===== config.mk =====
export PLATFORM = sky130hd
export DESIGN_NAME = instr_mem_loader
export DESIGN_NICKNAME = d
export VERILOG_FILES = /design/src/rtl/instr_mem_loader.sv
export SDC_FILE = /design/constraint.sdc
export NUM_CORES = 1
export LEC_CHECK = 0
export CORE_MARGIN = 4
export CORE_UTILIZATION = 40
export DETAILED_ROUTE_END_ITERATION = 8
export PLACE_DENSITY = 0.75
export SLEW_MARGIN = 0
export SYNTH_ARGS = -nofsm -noshare
export SYNTH_HDL_FRONTEND = slang
export SYNTH_SLANG_ARGS = --single-unit

===== constraint.sdc =====
create_clock -name clk -period 3.1 [get_ports clk]
set_input_delay 0.465 -clock clk [delete_from_list [all_inputs] [get_ports clk]]
set_output_delay 0.465 -clock clk [all_outputs]
set_load 0.03 [all_outputs]

===== src/rtl/instr_mem_loader.sv =====
// Instruction-memory loader: takes 32-bit words over a valid/ready stream and
// writes each as four little-endian byte writes, holding the core in reset meanwhile.
module instr_mem_loader #(
  parameter int MEM_BYTES = 16,
  parameter int ADDR_W    = 64,
  parameter int CNT_W     = 16
) (
  input  logic              clk,
  input  logic              reset_n,
  input  logic              start,
  input  logic [ADDR_W-1:0] base_addr,
  input  logic [CNT_W-1:0]  num_words,
  input  logic              in_valid,
  output logic              in_ready,
  input  logic [31:0]       in_word,
  output logic              mem_we,
  output logic [ADDR_W-1:0] mem_addr,
  output logic [7:0]        mem_wdata,
  output logic              busy,
  output logic              cpu_hold,
  output logic              done,
  output logic              error
);

  typedef enum logic [1:0] {IDLE, ACCEPT, WRITE, FINISH} state_t;

  // Wide enough that base + 4*count can never wrap.
  localparam int CHK_W = ADDR_W + CNT_W + 2;

  state_t            state;
  logic [ADDR_W-1:0] addr_q;
  logic [CNT_W-1:0]  cnt_q;
  logic [31:0]       word_q;
  logic [1:0]        idx_q;

  logic [CHK_W-1:0]  end_addr;
  logic              misaligned;
  logic              range_bad;

  assign end_addr   = CHK_W'(base_addr) + (CHK_W'(num_words) << 2);
  assign misaligned = base_addr[1:0] != 2'b00;
  assign range_bad  = end_addr > CHK_W'(MEM_BYTES);

  // NOTE: all state and outputs are assigned with <= so every register samples
  // the pre-edge values; mixing in blocking assignments would reorder the pipeline.
  always_ff @(posedge clk or negedge reset_n) begin
    if (!reset_n) begin
      state     <= IDLE;
      addr_q    <= '0;
      cnt_q     <= '0;
      word_q    <= '0;
      idx_q     <= '0;
      in_ready  <= 1'b0;
      mem_we    <= 1'b0;
      mem_addr  <= '0;
      mem_wdata <= '0;
      busy      <= 1'b0;
      cpu_hold  <= 1'b0;
      done      <= 1'b0;
      error     <= 1'b0;
    end else begin
      // Strobe is a one-cycle pulse; address and data hold their last values.
      mem_we <= 1'b0;
      unique case (state)
        IDLE: begin
          if (start) begin
            addr_q <= base_addr;
            cnt_q  <= num_words;
            done   <= 1'b0;
            error  <= 1'b0;
            if (misaligned || range_bad) begin
              error <= 1'b1;
              state <= FINISH;
            end else if (num_words == '0) begin
              done  <= 1'b1;
              state <= FINISH;
            end else begin
              busy     <= 1'b1;
              cpu_hold <= 1'b1;
              in_ready <= 1'b1;
              state    <= ACCEPT;
            end
          end
        end
        ACCEPT: begin
          if (in_valid && in_ready) begin
            word_q   <= in_word;
            idx_q    <= 2'd0;
            in_ready <= 1'b0;
            state    <= WRITE;
          end
        end
        WRITE: begin
          mem_we    <= 1'b1;
          mem_addr  <= addr_q + ADDR_W'(idx_q);
          mem_wdata <= word_q[{idx_q, 3'b000} +: 8];
          idx_q     <= idx_q + 2'd1;
          if (idx_q == 2'd3) begin
            addr_q <= addr_q + ADDR_W'(4);
            cnt_q  <= cnt_q - CNT_W'(1);
            if (cnt_q == CNT_W'(1)) begin
              done     <= 1'b1;
              busy     <= 1'b0;
              cpu_hold <= 1'b0;
              state    <= FINISH;
            end else begin
              in_ready <= 1'b1;
              state    <= ACCEPT;
            end
          end
        end
        FINISH: state <= IDLE;
        default: state <= IDLE;
      endcase
    end
  end

endmodule


==> results.sh <==
export IMPL_numCtsBuffers=17
export IMPL_crit_chain="buf_8 -> ha_4 -> o211ai_1 -> buf_4 -> o21a_1 -> o31a_1 -> buf_4 -> o21a_4 -> buf_6 -> o31a_1 -> nor3_2 -> o22ai_2 -> nor4_4 -> nand4_1 -> o21a_1"
export IMPL_ys_flop_type="dfrtp_1"
export IMPL_synthMostInstantiatedCell="nand2_1"
export IMPL_slowest_stage="nor4_4"
export IMPL_tightest_slew_ps=894
export IMPL_ys_seq_area_share_pct=36.5
export IMPL_endpoint_kind="flop"
export IMPL_core_rowCount=66
export IMPL_seq_area_mm2=0.00483
export IMPL_gp_congestion=1.06
export IMPL_drive_above_1_share_pct=27.6
export IMPL_tns_ps=0
export IMPL_core_area_mm2=0.0326
export IMPL_slew_headroom_pct=40.4
export IMPL_grt_pass1_wl_um=86700
export IMPL_fin_worst_hold_slack_ps=-5.11
export IMPL_num_io_pins=194
export IMPL_clockBufferDepth=2
export IMPL_root_buffer="clkbuf_16"
export IMPL_max_freq_mhz=323
export IMPL_synthCells=1682
export IMPL_ys_seq_elements=193
export IMPL_synth_cell_types=77
export IMPL_start_kind="input port"
export IMPL_drt_wl_total_um=56900
export IMPL_fin_crit_sh_pct=99.9
export IMPL_first_pass_iters=6
export IMPL_cp_max_fo=5
export IMPL_powerDensity_mw_per_mm2=789
export IMPL_grt_pass1_vias=15210
export IMPL_clkTransAtPathRegs_ps=80
export IMPL_drc=0
export IMPL_drv_cap=0
export IMPL_critPathTopFamily="compound AO/OA/AOI/OAI gates"
export IMPL_cp_slowest_stage_delay_ps=350
export IMPL_nFillCells=2839
export IMPL_fin_nets=2263
export IMPL_finalSetupViolCount=0
export IMPL_vias_per_cell=5.89
export IMPL_ys_top_cells_by_area="dfrtp_1, nand2_1, o21ai_0, a21oi_1, nor2_1"
export IMPL_status="finished with violations"
export IMPL_synthesis_area_mm2=0.0132
export IMPL_yosysTopAreaCell="dfrtp_1"
export IMPL_rsz0062_at_grt="true"
export IMPL_cts_tree="yes"
export IMPL_track_usage_pct=30.9
export IMPL_syn_area_per_cell_um2=7.88
export IMPL_synth_edff_count=0
export IMPL_synth_nets=1822
export IMPL_syn2layout_area_growth_pct=45.7
export IMPL_die_h_um=190
export IMPL_critPathArrivalTime_ps=3450
export IMPL_postRouteAntennaNets=0
export IMPL_route_detailed_wl_per_inst_um=22.1
export IMPL_hold_path_class="input port to async pin"
export IMPL_grt_ovfl_total=0
export IMPL_maxSlewViolCount=0
export IMPL_via_count=15182
export IMPL_htree_num_levels=4
export IMPL_design_power_total_w=0.0152
export IMPL_min_period_ps=3100
export IMPL_antenna_found_initial=1
export IMPL_ys_warnings_count=0
export IMPL_start_util_pct=40.6
export IMPL_cts_sinks=193
export IMPL_critical_path_class="input port to flop"
export IMPL_synth_top_area_share_pct=36.5
export IMPL_power_leakage_nw=7.86
export IMPL_skew_ps=15.4
export IMPL_path_buf_inv=4
export IMPL_die_area_mm2=0.0361
export IMPL_port_buffers=193
export IMPL_worstPathRequired_ps=3460
export IMPL_finalHoldViolations=8
export IMPL_grt_max_degree=217
export IMPL_multi_input_area_mm2=0.00864
export IMPL_post_dp_hpwl_um=43600
export IMPL_async_flop_share_pct=100
export IMPL_drtIter0Drc=1376
export IMPL_violations="hold timing"
export IMPL_irDropWorstVdd_uv=743
export IMPL_synth_common_cells="nand2_1, dfrtp_1, o21ai_0"
export IMPL_clkLatencyLatePin_ps=460
export IMPL_fp_dieW_um=190
[worst register-to-register path: stages, from the launching register on]
cell,delay [ps]
dfrtp_2,440
nand2_1,90
or3_1,400
or3_1,380
or4_4,440
or2_1,250
or4_4,510
nor2_1,130
xnor2_1,130
o21ai_1,70
[logic make-up (layout without fill, tap and decap cells)]
group	Yosys count	count (layout)	share of synthesized area, %
DFF	193	193	36.5
adders and majority gates	24	24	2.38
and+or+nand+nor	741	741	27.0
other	0	1	0
buffers and inverters	151	604	4.54
muxes	53	53	5.14
AOI/OAI and AO/OA	438	438	19.0
xor gates and xnor gates	82	82	5.42
[through the flow]
| step | std cells | hold slack [ps] | utilization [%] | area [um^2] | setup slack (ps) |
|---|---|---|---|---|---|
| final | 2578 | -5.11 | 59.2 | 19300 | 4.10 |
| after global routing | 2577 | 40.4 | 59.1 | 19300 | -99.1 |
| after CTS | 2565 | 25.7 | 58.1 | 18900 | 1.50 |
| after floorplan | 1682 | 169 | - | 13300 | -177 |
| after global placement | 2508 | 461 | 54.4 | 17700 | -1340 |
| after detailed placement | 2508 | 469 | 54.4 | 17700 | -1440 |
[layout by cell type (no fill, tap or decap), drive strengths merged, types with 9 or more instances in the layout]
| master | n |
|---|---|
| clkbuf | 24 |
| dfrtp | 193 |
| and3 | 25 |
| and4 | 9 |
| nand2 | 256 |
| buf | 371 |
| nand3 | 73 |
| clkdlybuf4s50 | 126 |
| ha | 22 |
| xnor2 | 57 |
| dlygate4sd2 | 33 |
| nor2b | 9 |
| nor4 | 40 |
| nor3 | 53 |
| xor2 | 25 |
| or4 | 13 |
| o22ai | 35 |
| o21ai | 165 |
| nor2 | 159 |
| inv | 38 |
| a21oi | 152 |
| nand4 | 67 |
| mux2 | 37 |
| or3 | 16 |
[area by class of cell]
cell class / count / share of cell area, %
Clock inverter: 13 / 0.603
Clock buffer: 18 / 2.28
Tap cell: 442 / 2.87
Timing Repair Buffer: 544 / 23.8
Inverter: 29 / 0.577
Antenna cell: 1 / 0.0130
Sequential cell: 193 / 25.0
Multi-Input combinational cell: 1338 / 44.8
[sequential cells by signal, indices dropped and copies added (netlist names)]
register	flops
word_q	32
mem_wdata	8
state	2
done	1
mem_addr	64
cnt_q	16
mem_we	1
in_ready	1
idx_q	2
cpu_hold	1
error	1
addr_q	64
[timing repair]
item                                    in CTS  in global routing
buffers inserted                            27                 12
pin swaps                                   62                 36
cloned                                       0                  0
gates resized for setup                    236                 92
hold buffers                                 0                  0
endpoints found under the setup margin       5                 10
[path summary, 6_finish.rpt]
kind / start / to / slack [ps] / cells after the start
max: base_addr[6] / state[1] / 4 / 15
min: reset_n / mem_addr[27] / -5 / 1
max in group asynchronous: reset_n / word_q[27] / 2290 / 2
max reg2reg: addr_q[10] / mem_addr[50] / 110 / 9
min reg2reg: mem_addr[31] / mem_addr[31] / 480 / 2
min in group clk: base_addr[2] / addr_q[2] / 230 / 3
[report_power, final]
| part | switching [W] | internal [W] | total (W) | leakage (nW) |
|---|---|---|---|---|
| clock | 0.00108 | 0.00108 | 0.00216 | 0.268 |
| combinational | 0.00497 | 0.00328 | 0.00825 | 5.27 |
| sequential | 0.00109 | 0.00374 | 0.00482 | 2.32 |
| total | 0.00713 | 0.00810 | 0.0152 | 7.86 |
[per-layer routing]
metal / share of wire (%) / track usage (%)
met4: 5.4 / 14.8
met1: 41 / 39.6
met3: 7.4 / 5.74
met5: 0 / 0
met2: 47 / 50.5
(Power assumes the default switching activity.)
